### src/rtl/regfile_pkg.sv
// Shared defaults and types for the register-file write-back front end.
package regfile_pkg;

  localparam int DEF_RADDRWIDTH = 3;
  localparam int DEF_REGWIDTH   = 16;
  localparam int DEF_FIFO_DEPTH = 2;
  localparam int NREGS          = 2 ** DEF_RADDRWIDTH;

  typedef struct packed {
    logic [DEF_RADDRWIDTH-1:0] addr;
    logic [DEF_REGWIDTH-1:0]   data;
  } wb_req_t;

  // Width of an occupancy counter that must be able to hold the value depth itself.
  function automatic int cnt_width(input int depth);
    return $clog2(depth + 1);
  endfunction

endpackage

### src/rtl/wb_fifo.sv
// Small synchronous FIFO holding pending load write-backs; push/pop are ignored
// when full/empty respectively.
module wb_fifo
  import regfile_pkg::*;
#(
  parameter int  FIFO_DEPTH = DEF_FIFO_DEPTH,
  parameter type T          = wb_req_t
) (
  input  logic                             clk,
  input  logic                             rst,
  input  logic                             push,
  input  T                                 push_data,
  input  logic                             pop,
  output T                                 head,
  output logic [cnt_width(FIFO_DEPTH)-1:0] count,
  output logic                             full,
  output logic                             empty
);

  localparam int PTR_W = (FIFO_DEPTH > 1) ? $clog2(FIFO_DEPTH) : 1;
  localparam int CNT_W = cnt_width(FIFO_DEPTH);

  T                 r_mem [FIFO_DEPTH];
  logic [PTR_W-1:0] r_wr_ptr;
  logic [PTR_W-1:0] r_rd_ptr;
  logic [CNT_W-1:0] r_count;
  logic             w_push;
  logic             w_pop;

  function automatic logic [PTR_W-1:0] next_ptr(input logic [PTR_W-1:0] ptr);
    return (ptr == PTR_W'(FIFO_DEPTH - 1)) ? '0 : ptr + 1'b1;
  endfunction

  assign full   = (r_count == CNT_W'(FIFO_DEPTH));
  assign empty  = (r_count == '0);
  assign count  = r_count;
  assign head   = r_mem[r_rd_ptr];
  assign w_push = push && !full;
  assign w_pop  = pop && !empty;

  // NOTE: state registers use non-blocking assignments so every flop samples
  // pre-edge values, regardless of the order the always_ff blocks run in.
  always_ff @(posedge clk) begin
    if (rst) begin
      r_wr_ptr <= '0;
      r_rd_ptr <= '0;
      r_count  <= '0;
    end else begin
      if (w_push) r_wr_ptr <= next_ptr(r_wr_ptr);
      if (w_pop)  r_rd_ptr <= next_ptr(r_rd_ptr);
      case ({w_push, w_pop})
        2'b10:   r_count <= r_count + 1'b1;
        2'b01:   r_count <= r_count - 1'b1;
        default: r_count <= r_count;
      endcase
    end
  end

  // NOTE: storage is deliberately not reset; the count and pointers decide what
  // is valid, and leaving the array out of reset lets it map onto plain RAM/flops.
  always_ff @(posedge clk) begin
    if (w_push) r_mem[r_wr_ptr] <= push_data;
  end

endmodule

### src/rtl/regfile_wb.sv
// Write-back front end: arbitrates ALU and buffered load results onto the single
// register-file write port and tracks pending writes for RAW/WAW stalls.
module regfile_wb
  import regfile_pkg::*;
#(
  parameter int RADDRWIDTH = DEF_RADDRWIDTH,
  parameter int REGWIDTH   = DEF_REGWIDTH,
  parameter int FIFO_DEPTH = DEF_FIFO_DEPTH
) (
  input  logic                     clk,
  input  logic                     rst,
  input  logic                     alu_valid,
  output logic                     alu_ready,
  input  logic [RADDRWIDTH-1:0]    alu_waddr,
  input  logic [REGWIDTH-1:0]      alu_wdata,
  input  logic                     mem_valid,
  output logic                     mem_ready,
  input  logic [RADDRWIDTH-1:0]    mem_waddr,
  input  logic [REGWIDTH-1:0]      mem_wdata,
  input  logic                     issue_valid,
  input  logic [RADDRWIDTH-1:0]    issue_waddr,
  output logic                     issue_ready,
  output logic [2**RADDRWIDTH-1:0] busy,
  output logic                     we,
  output logic [RADDRWIDTH-1:0]    waddr,
  output logic [REGWIDTH-1:0]      wdata
);

  localparam int NUM_REGS = 2 ** RADDRWIDTH;
  localparam int CNT_W    = cnt_width(FIFO_DEPTH);

  typedef struct packed {
    logic [RADDRWIDTH-1:0] addr;
    logic [REGWIDTH-1:0]   data;
  } req_t;

  req_t                r_unused_guard;
  req_t                w_mem_req;
  req_t                w_head;
  req_t                w_sel;
  logic                w_sel_valid;
  logic                w_sel_write;
  logic                w_pop;
  logic                w_full;
  logic                w_empty;
  logic [CNT_W-1:0]    w_count;
  logic                w_has_space;
  logic                w_alu_fire;
  logic                w_mem_fire;
  logic [NUM_REGS-1:0] w_set_mask;
  logic [NUM_REGS-1:0] w_clr_mask;
  logic [NUM_REGS-1:0] w_busy_next;

  logic                  r_we;
  logic [RADDRWIDTH-1:0] r_waddr;
  logic [REGWIDTH-1:0]   r_wdata;
  logic [NUM_REGS-1:0]   r_busy;

  assign w_mem_req   = '{addr: mem_waddr, data: mem_wdata};
  assign w_has_space = (w_count < CNT_W'(FIFO_DEPTH));
  assign alu_ready   = !rst && w_has_space;
  assign mem_ready   = !rst && w_has_space;
  assign issue_ready = !rst && !r_busy[issue_waddr];
  assign w_alu_fire  = alu_valid && alu_ready;
  assign w_mem_fire  = mem_valid && mem_ready;

  wb_fifo #(
    .FIFO_DEPTH (FIFO_DEPTH),
    .T          (req_t)
  ) u_fifo (
    .clk       (clk),
    .rst       (rst),
    .push      (w_mem_fire),
    .push_data (w_mem_req),
    .pop       (w_pop),
    .head      (w_head),
    .count     (w_count),
    .full      (w_full),
    .empty     (w_empty)
  );

  // A full FIFO drains first so loads cannot be starved by a streaming ALU.
  // NOTE: every signal written here gets a default first, so no path leaves
  // one unassigned and no latch is inferred.
  always_comb begin
    w_sel_valid = 1'b0;
    w_sel       = '0;
    w_pop       = 1'b0;
    if (w_full) begin
      w_pop       = 1'b1;
      w_sel_valid = 1'b1;
      w_sel       = w_head;
    end else if (w_alu_fire) begin
      w_sel_valid = 1'b1;
      w_sel       = '{addr: alu_waddr, data: alu_wdata};
    end else if (!w_empty) begin
      w_pop       = 1'b1;
      w_sel_valid = 1'b1;
      w_sel       = w_head;
    end
  end

  assign r_unused_guard = '0;
  assign w_sel_write    = w_sel_valid && (w_sel.addr != '0);

  // A set and a clear of the same register in one cycle leaves it busy.
  always_comb begin
    w_set_mask  = '0;
    w_clr_mask  = '0;
    if (issue_valid && issue_ready && (issue_waddr != '0))
      w_set_mask = NUM_REGS'(1) << issue_waddr;
    if (w_sel_valid)
      w_clr_mask = NUM_REGS'(1) << w_sel.addr;
    w_busy_next = ((r_busy & ~w_clr_mask) | w_set_mask) & ~NUM_REGS'(1);
  end

  always_ff @(posedge clk) begin
    if (rst) begin
      r_we    <= 1'b0;
      r_waddr <= '0;
      r_wdata <= '0;
      r_busy  <= '0;
    end else begin
      r_we   <= w_sel_write;
      r_busy <= w_busy_next;
      if (w_sel_write) begin
        r_waddr <= w_sel.addr;
        r_wdata <= w_sel.data;
      end
    end
  end

  assign we    = r_we;
  assign waddr = r_waddr;
  assign wdata = r_wdata;
  assign busy  = r_busy;

endmodule

### config.mk
export PLATFORM = sky130hd
export DESIGN_NAME = regfile_wb
export DESIGN_NICKNAME = d
export VERILOG_FILES = /design/src/rtl/regfile_pkg.sv /design/src/rtl/wb_fifo.sv /design/src/rtl/regfile_wb.sv
export SDC_FILE = /design/constraint.sdc
export NUM_CORES = 1
export LEC_CHECK = 0
export CAP_MARGIN = 20
export CORE_ASPECT_RATIO = 1.2
export CORE_MARGIN = 1
export CORE_UTILIZATION = 49
export CTS_CLUSTER_DIAMETER = 150
export DETAILED_ROUTE_END_ITERATION = 16
export PLACE_DENSITY = 0.9
export SLEW_MARGIN = 20
export SYNTH_ARGS = -nofsm -noshare
export SYNTH_HDL_FRONTEND = slang
export SYNTH_SLANG_ARGS = --single-unit
### constraint.sdc
create_clock -name clk -period 2.3 [get_ports clk]
set_clock_uncertainty 0.2 [all_clocks]
set_input_delay 0.23 -clock clk [delete_from_list [all_inputs] [get_ports clk]]
set_output_delay 0.23 -clock clk [all_outputs]
set_load 0.02 [all_outputs]
Word level (Yosys, flattened, before mapping)
Memories as Yosys holds them, arrays and structs flattened. A register that Yosys moved wholly into a read port is not among the register bits.
Index checks and enable logic that the tools add are counted.
- register bits after elaboration: 32
- bits in writable memories: 38
- input port bits: 46
- output and inout bits: 31
- word-level logic and storage cells: 59
- memories kept: 1
- add/sub/neg operators: 4
- order comparisons: 2
- equal/unequal tests: 3
- shift operators: 2
- mux-type cells: 19
- bitwise operators: 3
- reduce and logical (&&, ||, !) cells: 17
- memory list (memory ; words ; width ; rd ports ; clocked after Yosys merged registers in ; wr ports ; RTL line ; RTL):
    u_fifo.r_mem ; 2 ; 19 ; 1 ; 1 ; 1 ; wb_fifo.sv:23 ; T r_mem [FIFO_DEPTH];
- operator list (cell ; number):
    $mux 19 ; 3
    $mux 8 ; 2
    $shl 1x3->8 const A ; 2
    $mux 1 ; 12
    $logic_and 1x1->1 ; 9
    $and 8x8->8 ; 1
    $not 8->8 ; 1
    $or 8x8->8 ; 1
    $reduce_bool 3->1 ; 2
    $eq 2x2->1 const B ; 2
    $logic_not 1->1 ; 4
    $lt 3x4->1 const B ; 1
    $pmux 2 s2 ; 1
    $bmux 1 s3 ; 1
    $add 1x1->1 const B ; 2
    $add 2x1->2 const B ; 1
    $eq 2x1->1 const B ; 1
    $logic_not 2->1 ; 1
    $lt 2x2->1 const B ; 1
    $reduce_bool 2->1 ; 1
    $sub 2x1->2 const B ; 1

Longest topological paths before layout
- word-level depth: 10
- depth in mapped cells: 8
- mapped depth without buffers: 7

Hierarchy
Synthesis repeated with hierarchy kept, for this count alone.
- cells, all modules: 230
- area, all modules: 3009.1 um^2
- by module, submodules not included (module ; instances ; cells an instance ; area an instance (um^2) ; seq. area each (um^2)):
    wb_fifo ; 1 ; 85 ; 1589.0 ; 1241.2
    regfile_wb ; 1 ; 145 ; 1420.1 ; 540.5

Worst setup path after synthesis
OpenSTA, ideal clock, no wires.
- kind: input -> register
- start: in rst
- end: mem u_fifo.r_mem[0][0] (netlist name) (enable)
- library setup time: 0.395 ns
- arrival: 1.802 ns
- required time: 1.705 ns
- setup slack: -0.096 ns
- stages on the path: 4
- path buffers: 1
- cells stage by stage: clkbuf_1 -> nor2_1 -> nand2_1 -> nor2_1
- cells in the longest elaborated chain, start to end: 6
- ends and longest elaborated chain (what ; RTL line ; RTL):
    start: declaration ; regfile_wb.sv:11 ; input logic rst,
    $logic_not 1->1 ; - ;
    $logic_and 1x1->1 ; - ;
    net alu_ready ; regfile_wb.sv:13 ; output logic alu_ready,
    $logic_and 1x1->1 ; regfile_wb.sv:65 ; assign w_mem_fire = mem_valid && mem_ready;
    $logic_and 1x1->1 ; wb_fifo.sv:38 ; assign w_push = push && !full;
    $mux 1 ; wb_fifo.sv:62 ; if (w_push) r_mem[r_wr_ptr] <= push_data;
    $mux 1 (not written as such) ; wb_fifo.sv:62 ;
    end: declaration ; wb_fifo.sv:23 ;
The timed path passes the listed nets, and every way through them passes these cells.

Worst setup path in the final report
- start: in issue_waddr[0]
- end: out issue_ready
- cells in the longest elaborated chain, start to end: 4
- ends and longest elaborated chain (what ; RTL line ; RTL):
    start: declaration ; regfile_wb.sv:21 ; input logic [RADDRWIDTH-1:0] issue_waddr,
    $bmux 1 s3 ; regfile_wb.sv:63 ; assign issue_ready = !rst && !r_busy[issue_waddr];
    $mux 1 (not written as such) ; regfile_wb.sv:63 ;
    $logic_not 1->1 ; regfile_wb.sv:63 ;
    $logic_and 1x1->1 ; regfile_wb.sv:63 ;
    end: declaration ; regfile_wb.sv:22 ; output logic issue_ready,
No other way between the ends. The select of a mux whose other input is x is not followed.

==> impl_metrics.py <==
metrics = {
    "synth": {
        "syn-instance-count": 248,
        "ys.warnings.count": 0,
        "async_reset_ff_frac": 0,
        "yosysSeqAreaShare": 0.566,
        "synth-edff-count": 38,
        "synth_top_area_share": 0.363,
        "syn-num-nets": 295,
        "netlist_area_um2": 3150,
        "yosysUniqueCellTypes": 55,
        "synth-main-ff-cell": "edfxtp_1",
        "synth.most_common_cell": "edfxtp_1",
        "yosysTopAreaCell": "edfxtp_1",
        "syn_avg_cell_area_um2": 12.7,
        "ys_seq_elements": 70,
        "synthTopCellsByCount": "edfxtp_1, dfxtp_1, a211oi_1, mux2_2, a22oi_1",
        "synth_area_leaders": "edfxtp_1, dfxtp_1, mux2_2",
    },
    "worst_setup_path": {
        "start_kind": "input port",
        "cp.arrival_ns": 1.74,
        "crit_type": "input port to output pin",
        "end_kind": "output pin",
        "critPathMaxFanout": 2,
        "required_ns": 1.87,
    },
    "finish": {
        "stdcell_area_um2": 4240,
        "layout-drive-gt1-share": 0.229,
        "n_antenna_cell": 0,
        "nets": 378,
        "num-fill-cells": 477,
        "syn2layout_area_growth_pct": 34.8,
    },
    "sta": {
        "worstMarginPinSlew_ns": 0.755,
        "rsz0062_at_grt": "no",
        "setup_violations": 0,
        "fmax_ghz": 0.461,
        "maxSlewViolCount": 0,
        "slew_headroom": 0.497,
        "min_period_ns": 2.17,
        "tns_ns": 0,
        "fin_crit_sh": 0.943,
        "finalWorstSetupSlack_ns": 0.130,
        "finalHoldViolCount": 0,
    },
    "power": {
        "power_density_nw_per_um2": 1190,
        "power_mw": 5.04,
        "cellLeakagePower_nw": 1.43,
        "vdd_drop_max_v": 0.000812,
    },
    "cts": {
        "clockBufferDepth": 2,
        "clockRootBuffer": "clkbuf_8",
        "insertion_delay_ns": 0.35,
        "cts_max_level": 3,
        "post-cts-setup-buffers": 0,
        "cts_buffers": 9,
        "path_clk_slew_ns": 0.07,
        "cts_tree": "yes",
        "clock-sinks": 70,
    },
    "floorplan": {
        "fp.coreArea_um2": 6130,
        "die_y_um": 89.8,
        "num_rows": 31,
        "dieArea_um2": 6750,
        "die_w_um": 75.1,
        "ios": 77,
        "initial_core_util": 0.513,
    },
    "detailed_routing": {
        "drtPass1Iterations": 4,
        "num_vias": 2356,
        "postRouteAntennaNets": 0,
        "wirelength_um": 7200,
        "wl_per_cell_um": 17.2,
        "via_per_inst": 5.64,
        "drtIter0Drc": 177,
        "drc": 0,
    },
    "global_routing": {
        "grt_overflow": 0,
        "grt_first_pass_wirelength_um": 11400,
        "grt_max_degree": 40,
        "grt_usage": 0.229,
        "antenna_found_initial": 0,
        "grt_pass1_vias": 2389,
    },
    "job": {
        "max_cap_viol_count": 0,
    },
    "outcome": {
        "status": "completed",
    },
    "placed_design": {
        "gp_congestion": 0.847,
        "dp_hpwl_um": 4990,
        "post-place-ws_ns": -0.311,
        "numPortBuffers": 75,
        "post_dp_cell_area_um2": 4040,
    },
    "worst_hold_path": {
        "hold_class": "input port to flip-flop",
    },
}
[final timing paths]
kind / start / to / slack (ns) / depth (start not counted)
min: rst / waddr[2]$_SDFFE_PP0P_ / 0.07 / 2
min reg2reg: busy[2]$_SDFF_PP0_ / busy[2]$_SDFF_PP0_ / 0.29 / 1
max: issue_waddr[0] / issue_ready / 0.13 / 4
max reg2reg: flip-flop / wdata[7]$_SDFFE_PP0P_ / 0.21 / 5
[per-layer routing]
layer  share of wire  vias to the layer above  track usage  wire [µm]
met5               0                        -            0          0
met2            0.53                       68        0.385       3820
met1            0.40                     1141        0.269       2900
met3           0.047                       11       0.0448        339
li1                -                     1136            -          -
met4           0.020                        0        0.120        142
[worst max-delay path: stages]
cell and delay, ns:
clkdlybuf4s50_1 0.51, mux4_2 0.51, a211oi_1 0.27, buf_2 0.22
[per-stage QoR]
step           hold slack, ns   util  instances
2_1_floorplan           0.129      -        248
3_3_place_gp            0.271  0.659        402
3_5_place_dp            0.276  0.659        402
4_1_cts                0.0504  0.692        418
5_1_grt                0.0671  0.692        418
6_report               0.0690  0.692        418
[power by group]
| part | internal, mW | switching, mW |
|---|---|---|
| Clock | 0.526 | 0.465 |
| Combinational | 1.08 | 1.14 |
| Sequential | 1.61 | 0.217 |
| Total | 3.22 | 1.82 |
[layout by cell type, fill, tap and decap left out, types with 2 or more instances in the layout]
cell type / n
buf_12: 3
clkdlybuf4s50_1: 73
a22oi_1: 17
clkinv_2: 3
buf_2: 2
a311oi_1: 2
inv_1: 3
a211oi_2: 10
a211oi_1: 23
buf_4: 14
clkbuf_8: 10
o311ai_0: 2
nor3_2: 2
nor2_1: 15
nand2b_1: 4
a21o_1: 2
edfxtp_1: 38
dfxtp_1: 31
a21oi_1: 6
nand2_1: 4
nand3b_1: 2
o21ai_0: 3
xnor2_1: 2
nor2b_1: 2
nor3b_1: 5
o31ai_1: 2
mux2_2: 18
xor2_1: 2
a31oi_1: 3
[flip-flops by register name (all words and copies together) (netlist names), named ones only]
name,count
u_fifo.r_mem,38
wdata,16
busy,7
waddr,3
u_fifo.count,2
u_fifo.r_rd_ptr,1
u_fifo.r_wr_ptr,1
we,1
[logic make-up (layout without fill, tap and decap cells)]
family / Yosys count / count (layout) / share of synthesized area
muxes: 21 / 21 / 0.0780
DFF: 70 / 70 / 0.566
AOI/OAI and AO/OA: 79 / 79 / 0.200
xor gates and xnor gates: 4 / 4 / 0.0111
buffers and inverters: 24 / 112 / 0.0449
and+or+nand+nor: 48 / 48 / 0.0939
adders and majority gates: 1 / 1 / 0.00398
other: 1 / 1 / 0.00119
[layout make-up]
type | instances | area [µm²] | share of cell area
clock buffer | 10 | 138 | 0.0325
clock inverter | 6 | 61.3 | 0.0145
inverter | 4 | 15.0 | 0.00354
multi-input combinational | 154 | 1230 | 0.291
sequential | 70 | 1780 | 0.421
tap | 82 | 103 | 0.0242
timing repair buffer | 92 | 906 | 0.214
[repair_timing]
action,CTS,global route
resized for setup,4,3
hold buffers,0,0
setup endpoints to repair,1,19
(Power assumes the default switching activity.)
==> RTL change, RTL diff (same flow settings) <==
The package constant `DEF_FIFO_DEPTH` goes from 2 to 8.
--- a/src/rtl/regfile_pkg.sv
+++ b/src/rtl/regfile_pkg.sv
@@ -3,7 +3,7 @@
 
   localparam int DEF_RADDRWIDTH = 3;
   localparam int DEF_REGWIDTH   = 16;
-  localparam int DEF_FIFO_DEPTH = 2;
+  localparam int DEF_FIFO_DEPTH = 8;
   localparam int NREGS          = 2 ** DEF_RADDRWIDTH;
 
   typedef struct packed {
Formal check against the unedited RTL: not equivalent (Yosys sat finds a counterexample within 4 cycles, from zero or initial values and one cycle with rst high).
==> RTL change against the unedited design <==
The flow now finishes with violations (setup timing); total power increased by 120%; final area rose by 140%; sequential cell count up 122; worst setup slack got worse by 150 ps; wire length rose to 2.6 times the old value; synthesized area increased by 150%; cell count is 100% higher; non-clock buffer count increased by 51; critical endpoint is now wdata[6]$_SDFFE_PP0P_; largest power group is now sequential cells; highest routed layer unchanged.
==> RTL change: results (changes against the unedited design) <==
syn_nets 556 (+88%); failing checks setup timing; sum of negative setup slack -50.3 ps (-50.3 ps); Fill cells 997 (+110%); register fraction of the total cell area 0.537 (+0.117); synthesized area per cell 15.5 µm² (+22%); number of synthesized flops with an enable pin 152 (+300%); multi-input logic area 2440 µm² (+98%); number of buffers added for setup after CTS 4 (+4); largest net degree at the start of global routing 45 (+13%); Sw Share 0.329 (-0.0324); DP HPWL 12300 µm (+150%); Pleak 3.30 nW (+130%); worst min-delay path class reg -> reg; status finished with violations; Layout clock area frac 0.0571 (+0.0102); layout cells sized above 1 0.250 (+0.0212); placed cell count 814 (+100%); Vias/cell 6.05 (+7.3%); met3 WL 1420 µm (+320%); pre-CTS setup slack -362 ps (-51.2 ps); PnR worst setup slack -24.8 ps (-155 ps); commonest cells in the netlist edfxtp_1, mux2i_1, dfxtp_1; vias in the first global route 5248 (+120%); GPL Wtd Cong 0.877 (+3.5%); Area contributors post-synth edfxtp_1, dfxtp_1, mux2i_1, a22oi_1, a311oi_1; # clk buffers 19 (+9); Tot GR Track Use 0.237 (+0.00764); endpoints failing setup 4 (+4); sequential area share after synthesis 0.688 (+0.122); placed cell area 9250 µm² (+130%); First DRT Iteration DRCs 541 (+210%); Total Wirelength 19000 µm (+160%); first-pass GRT wire length 28000 µm (+150%); comb_multi_in 274 (+78%)
-- RTL change: worst max-delay path, cell delays in order (launching register included) --
cell and delay [ps]:
dfxtp_4 360, buf_6 120, buf_4 140, and2b_1 230
a22oi_1 110, a32o_2 300, buf_4 150, or4_1 430
o211a_1 170
-- RTL change: power by group through the flow --
stage / logic (mW) / clock network (mW) / registers (mW)
2_1_floorplan: 2.04 / 0 / 4.42
3_3_place_gp: 3.45 / 0 / 4.28
3_5_place_dp: 3.60 / 0 / 4.30
4_1_cts: 3.84 / 2.88 / 4.23
5_1_grt: 4.30 / 3.02 / 4.26
6_report: 4.08 / 2.86 / 4.24
-- RTL change: path summary, 6_finish.rpt --
| path | from | to | cells after the start | slack, ps |
|---|---|---|---|---|
| worst max-delay path | flop | wdata[6]$_SDFFE_PP0P_ | 8 | -20 |
| worst min-delay path | waddr[0]$_SDFFE_PP0P_ | waddr[0]$_SDFFE_PP0P_ | 2 | 270 |
| worst max register to register | flop | wdata[6]$_SDFFE_PP0P_ | 8 | -20 |
| worst min register to register | waddr[0]$_SDFFE_PP0P_ | waddr[0]$_SDFFE_PP0P_ | 2 | 270 |
-- RTL change: metal layers --
| layer | up-vias | GRT usage |
|---|---|---|
| met4 | 0 | 0.141 |
| met5 | - | 0 |
| li1 | 2286 | - |
| met3 | 50 | 0.0697 |
| met1 | 2555 | 0.274 |
| met2 | 258 | 0.385 |
-- RTL change: kinds of logic (layout without fill, tap and decap cells) --
logic type | Yosys count | in the layout | share of synthesized area
other | 1 | 1 | 0.000481
DFF | 192 | 192 | 0.688
AOI/OAI and AO/OA | 116 | 116 | 0.117
and+or+nand+nor | 70 | 70 | 0.0485
xor gates and xnor gates | 4 | 4 | 0.00450
adders and majority gates | 7 | 7 | 0.0112
buffers and inverters | 37 | 177 | 0.0234
muxes | 76 | 76 | 0.106
